$ cat config.mk
export PLATFORM = sky130hd
export DESIGN_NAME = idex_skid_stage
export DESIGN_NICKNAME = d
export VERILOG_FILES = /design/src/rtl/idex_skid_stage.sv
export SDC_FILE = /design/constraint.sdc
export NUM_CORES = 1
export LEC_CHECK = 0
export CAP_MARGIN = 40
export CORE_ASPECT_RATIO = 1.5
export CORE_MARGIN = 10
export CORE_UTILIZATION = 53
export DETAILED_ROUTE_END_ITERATION = 16
export PLACE_DENSITY_LB_ADDON = 0.3
export SLEW_MARGIN = 30
export SYNTH_ARGS = -nofsm -noshare
export SYNTH_HDL_FRONTEND = slang
export SYNTH_SLANG_ARGS = --single-unit
$ cat constraint.sdc
create_clock -name clk -period 2.94 [get_ports clk]
set_input_delay 0.441 -clock clk [delete_from_list [all_inputs] [get_ports clk]]
set_output_delay 0.441 -clock clk [all_outputs]
set_load 0.05 [all_outputs]
$ cat src/rtl/idex_skid_stage.sv
// ---------------------------------------------------------------------------
// idex_skid_stage
// ID -> EX pipeline register with optional two-entry skid buffer.
//
// Decoded-instruction payload, its delay-slot flag and the "next is in a
// delay slot" flag travel together in FIFO order.
//
// SKID=1 : two entries (main + skid). in_ready comes straight from a
//          register, so there is no combinational path from out_ready.
// SKID=0 : single entry. in_ready = !out_valid || out_ready.
//
// Ports
//   clk, rst        clock, synchronous active-high reset
//   flush           discard every held entry; clears ds_fb
//   in_valid/ready  ID-side handshake
//   in_payload      decoded instruction bundle (PAYLOAD_W bits)
//   in_ds           entry sits in a delay slot
//   in_next_ds      the instruction after this entry is in a delay slot
//   out_valid/ready EX-side handshake
//   out_payload     bundle presented to EX (from the main register)
//   out_ds          delay-slot flag of the presented entry
//   ds_fb           in_next_ds of the last accepted entry, fed back to ID
//   stall_cnt       saturating count of back-pressured cycles
// ---------------------------------------------------------------------------
module idex_skid_stage #(
  parameter int PAYLOAD_W = 112,
  parameter int SKID      = 1,
  parameter int CNT_W     = 16
) (
  input  logic                 clk,
  input  logic                 rst,
  input  logic                 flush,
  input  logic                 in_valid,
  output logic                 in_ready,
  input  logic [PAYLOAD_W-1:0] in_payload,
  input  logic                 in_ds,
  input  logic                 in_next_ds,
  output logic                 out_valid,
  input  logic                 out_ready,
  output logic [PAYLOAD_W-1:0] out_payload,
  output logic                 out_ds,
  output logic                 ds_fb,
  output logic [CNT_W-1:0]     stall_cnt
);

  typedef enum logic [1:0] {
    EMPTY = 2'd0,
    ONE   = 2'd1,
    TWO   = 2'd2
  } state_t;

  function automatic logic [CNT_W-1:0] sat_inc(input logic [CNT_W-1:0] v);
    return (&v) ? v : v + CNT_W'(1);
  endfunction

  logic                 vld_p1;
  logic [PAYLOAD_W-1:0] main_payload_p1;
  logic                 main_ds_p1;
  logic                 in_xfer;
  logic                 out_xfer;

  assign in_xfer     = in_valid && in_ready;
  assign out_xfer    = vld_p1 && out_ready;
  assign out_valid   = vld_p1;
  assign out_payload = main_payload_p1;
  assign out_ds      = main_ds_p1;

  generate
    if (SKID != 0) begin : g_skid
      state_t               state_q;
      state_t               state_nxt;
      logic                 rdy_q;
      logic [PAYLOAD_W-1:0] skid_payload_p1;
      logic                 skid_ds_p1;
      logic                 ld_main_in;
      logic                 ld_main_skid;
      logic                 ld_skid;

      assign in_ready = rdy_q;
      assign vld_p1   = (state_q != EMPTY);

      always_comb begin
        state_nxt    = state_q;
        ld_main_in   = 1'b0;
        ld_main_skid = 1'b0;
        ld_skid      = 1'b0;
        case (state_q)
          EMPTY: begin
            if (in_xfer) begin
              state_nxt  = ONE;
              ld_main_in = 1'b1;
            end
          end
          ONE: begin
            if (in_xfer && !out_xfer) begin
              state_nxt = TWO;
              ld_skid   = 1'b1;
            end else if (!in_xfer && out_xfer) begin
              state_nxt = EMPTY;
            end else if (in_xfer && out_xfer) begin
              ld_main_in = 1'b1;
            end
          end
          TWO: begin
            if (out_xfer) begin
              state_nxt    = ONE;
              ld_main_skid = 1'b1;
            end
          end
          default: state_nxt = EMPTY;
        endcase
        // Payload registers may still load under flush; their contents are
        // irrelevant once the state says EMPTY.
        if (flush) state_nxt = EMPTY;
      end

      // ---- stage p1: main + skid registers ----
      always_ff @(posedge clk) begin
        if (rst) begin
          state_q         <= EMPTY;
          rdy_q           <= 1'b1;
          main_payload_p1 <= '0;
          main_ds_p1      <= 1'b0;
          skid_payload_p1 <= '0;
          skid_ds_p1      <= 1'b0;
        end else begin
          state_q <= state_nxt;
          // Ready is precomputed from next state so it leaves a flop.
          rdy_q   <= (state_nxt != TWO);
          if (ld_main_in) begin
            main_payload_p1 <= in_payload;
            main_ds_p1      <= in_ds;
          end else if (ld_main_skid) begin
            main_payload_p1 <= skid_payload_p1;
            main_ds_p1      <= skid_ds_p1;
          end
          if (ld_skid) begin
            skid_payload_p1 <= in_payload;
            skid_ds_p1      <= in_ds;
          end
        end
      end
    end else begin : g_single
      logic vld_q;

      assign vld_p1   = vld_q;
      assign in_ready = !vld_q || out_ready;

      // ---- stage p1: single register ----
      always_ff @(posedge clk) begin
        if (rst) begin
          vld_q           <= 1'b0;
          main_payload_p1 <= '0;
          main_ds_p1      <= 1'b0;
        end else if (flush) begin
          vld_q <= 1'b0;
        end else if (in_xfer) begin
          vld_q           <= 1'b1;
          main_payload_p1 <= in_payload;
          main_ds_p1      <= in_ds;
        end else if (out_xfer) begin
          vld_q <= 1'b0;
        end
      end
    end
  endgenerate

  always_ff @(posedge clk) begin
    if (rst) begin
      ds_fb     <= 1'b0;
      stall_cnt <= '0;
    end else begin
      if (flush) begin
        ds_fb <= 1'b0;
      end else if (in_xfer) begin
        ds_fb <= in_next_ds;
      end
      if (vld_p1 && !out_ready && !flush) begin
        stall_cnt <= sat_inc(stall_cnt);
      end
    end
  end

endmodule

==> run summary <==
post-synth top area cell - dfxtp_1
area delta synth->final - 35.5%
routability congestion estimate - 0.824
Slew Viols, Final - 0
Hold Vio Cnt, Final - 0
Fmax achieved - 0.418 GHz
DR WL/cell - 17.7 um
Synth top cells by count - dfxtp_1, nand2_1, a21oi_1
Startpoint Class - flip-flop
Final setup viols - 0
clock sink count - 246
initial antenna violation count - 0
DR iter-0 viols - 539
Root Buffer - clkbuf_16
syn_area_per_cell - 8.70 um^2
crit path DAT - 1.95 ns
drc violations - 0
r2r endpoint - stall_cnt[15]
Die W - 130 um
status - finished, final reports clean
minimum clock period after layout - 2.39 ns
Core Rows - 60
crit path capture type - output pin
number of post-CTS setup repair buffers - 0
Worst Reg-to-Reg Cells - 4
Mapped Area - 0.00971 mm^2
actual slew at the worst max-slew pin - 0.845 ns
ant diodes - 0
GRT Overall Usage - 21.8%
RSZ-0062 raised after global routing - no
area share of the largest cell type after synthesis - 50.7%
max cap viols - 0
number of global-route vias before repair - 8643
HP Class - flip-flop to flip-flop
Resized Gates After CTS - 0
Yosys reg bits - 246
CTS tree - built
Crit Reg-Reg Startpoint - stall_cnt[4]
Tcrit/Tclk final - 81.3%
via count - 8736
critical path fanouts, max - 6
Core ar. - 0.0179 mm^2
Synth area leaders - dfxtp_1, mux2i_1, nand2_1
Power Density - 589 mW/mm^2
initial core utilization - 54.1%
Hold Crit Depth - 2
peak supply drop - 485 uV
total CTS buffers - 23
slew margin rel. - 43.6%
Synth Flop Type - dfxtp_1
Nets - 1442
H-Tree Depth - 1
die height - 186 um
routed wire length - 27500 um
dpl hpwl - 18400 um
HP Start - g_skid.skid_payload_p1[31]
skew final - 0.0120 ns
Reg area - 0.00492 mm^2
port bufs - 250
Yosys cell types - 31
clock slew at reported path FFs - 0.07 ns
global-route wire length before repair - 43800 um
global route overflow - 0
EDFF count, synth - 0
io pins - 251
later-pin clock latency in the skew report - 0.50 ns
register-to-register path setup slack - 0.81 ns
largest net degree at the start of global routing - 114
Required @ worst endpoint - 2.50 ns
Pre-Repair DR Iteration Count - 5
Multi-input gate area - 0.00444 mm^2
syn nets - 1236
DP Worst Slack - 0.388 ns
proportion of layout cells with a drive suffix above 1 - 4.64%
filler cell count - 1349
leakage - 0.00534 uW
Max Root-Sink Buffers - 3
Antenna Nets Post-Route - 0
share of flip-flops with an asynchronous set or reset - 0%
count leader, synth - dfxtp_1
Gate Count Post-Synth - 1116
Crit Path Category - flip-flop to output pin
DIE AREA - 0.0242 mm^2
Post-CTS Hold Buffers - 0
post-layout worst setup margin - 0.549 ns
via/cell ratio - 5.63
Yosys warning total - 0
setup TNS - 0 ns
Hold Path End - g_skid.skid_payload_p1[31]
register area share after synthesis - 50.7%
-- how the worst max path moves through the flow --
stage / startpoint / endpoint / slack [ns] / cells after the start
2_1_floorplan: stall_cnt[2] / stall_cnt[15] / 0.65 / 5
3_3_place_gp: flush / stall_cnt[15] / 0.41 / 5
4_1_cts: g_skid.state_q[1] / out_valid / 0.53 / 3
3_5_place_dp: flush / stall_cnt[15] / 0.39 / 5
5_1_grt: g_skid.state_q[1] / out_valid / 0.46 / 3
6_report: g_skid.state_q[1] / out_valid / 0.55 / 3
-- power by group --
part | internal, uW | leakage [uW] | switching [uW]
Sequential | 3490 | 0.00201 | 83.1
Clock | 1650 | 0.000352 | 1220
Combinational | 497 | 0.00298 | 812
Total | 5630 | 0.00534 | 2120
-- flip-flops by register name, summed over array words and instances, names as in the netlist --
register and flops:
g_skid.skid_ds_p1 1, g_skid.skid_payload_p1 112, out_payload 112, stall_cnt 16, ds_fb 1, in_ready 1, out_ds 1, g_skid.state_q 2
-- cells in the final DEF (no fill, tap or decap), types with 5 or more instances in the layout --
cell type and count:
clkbuf_1 6, nor2_1 120, a211oi_1 116, buf_4 13, o31ai_1 9, nor3_1 6
a21oi_1 129, dfxtp_1 246, or4_1 10, clkbuf_16 23, clkbuf_8 5, mux2i_1 115
buf_12 9, nand2_1 230, clkdlybuf4s50_1 249, nand4_1 6
-- worst max-delay path, cell delays in order (launching register included) --
cell and delay, ns:
dfxtp_1 0.43, nor2_1 0.11, inv_1 0.10, clkdlybuf4s50_1 0.81
-- stage by stage --
stage / total power (uW) / instance area [um^2] / hold slack [ns] / util, % / std cells
after floorplan: 4400 / 9710 / 0.436 / - / 1116
after global placement: 4930 / 12400 / 0.441 / 69.3 / 1514
after detailed placement: 4950 / 12400 / 0.446 / 69.3 / 1514
after CTS: 7810 / 13200 / 0.455 / 73.3 / 1553
after global routing: 8030 / 13200 / 0.465 / 73.3 / 1553
final: 7750 / 13200 / 0.453 / 73.3 / 1553
-- cells by family after synthesis --
family	Yosys count	synth area share, %
flip-flops	246	50.7
buffers and inverters	95	3.82
AO/OA/AOI/OAI	260	16.7
multiplexers	116	12.0
adder cells (fa/ha/maj)	1	0.129
AND/OR/NAND/NOR	398	16.6
-- final cells by class --
class	instances	area share, %
Clock inverter	5	0.400
Timing Repair Buffer	272	21.2
Inverter	4	0.114
Clock buffer	34	5.07
Tap cell	217	2.06
Sequential cell	246	37.5
Multi-Input combinational cell	775	33.7
-- routing by layer --
layer,routed length (um),track usage [%]
met1,10500,24.2
met5,0,0
met4,891,7.45
met2,13900,38.2
met3,2260,6.61
Note: power is estimated with default switching activity, not from simulation.
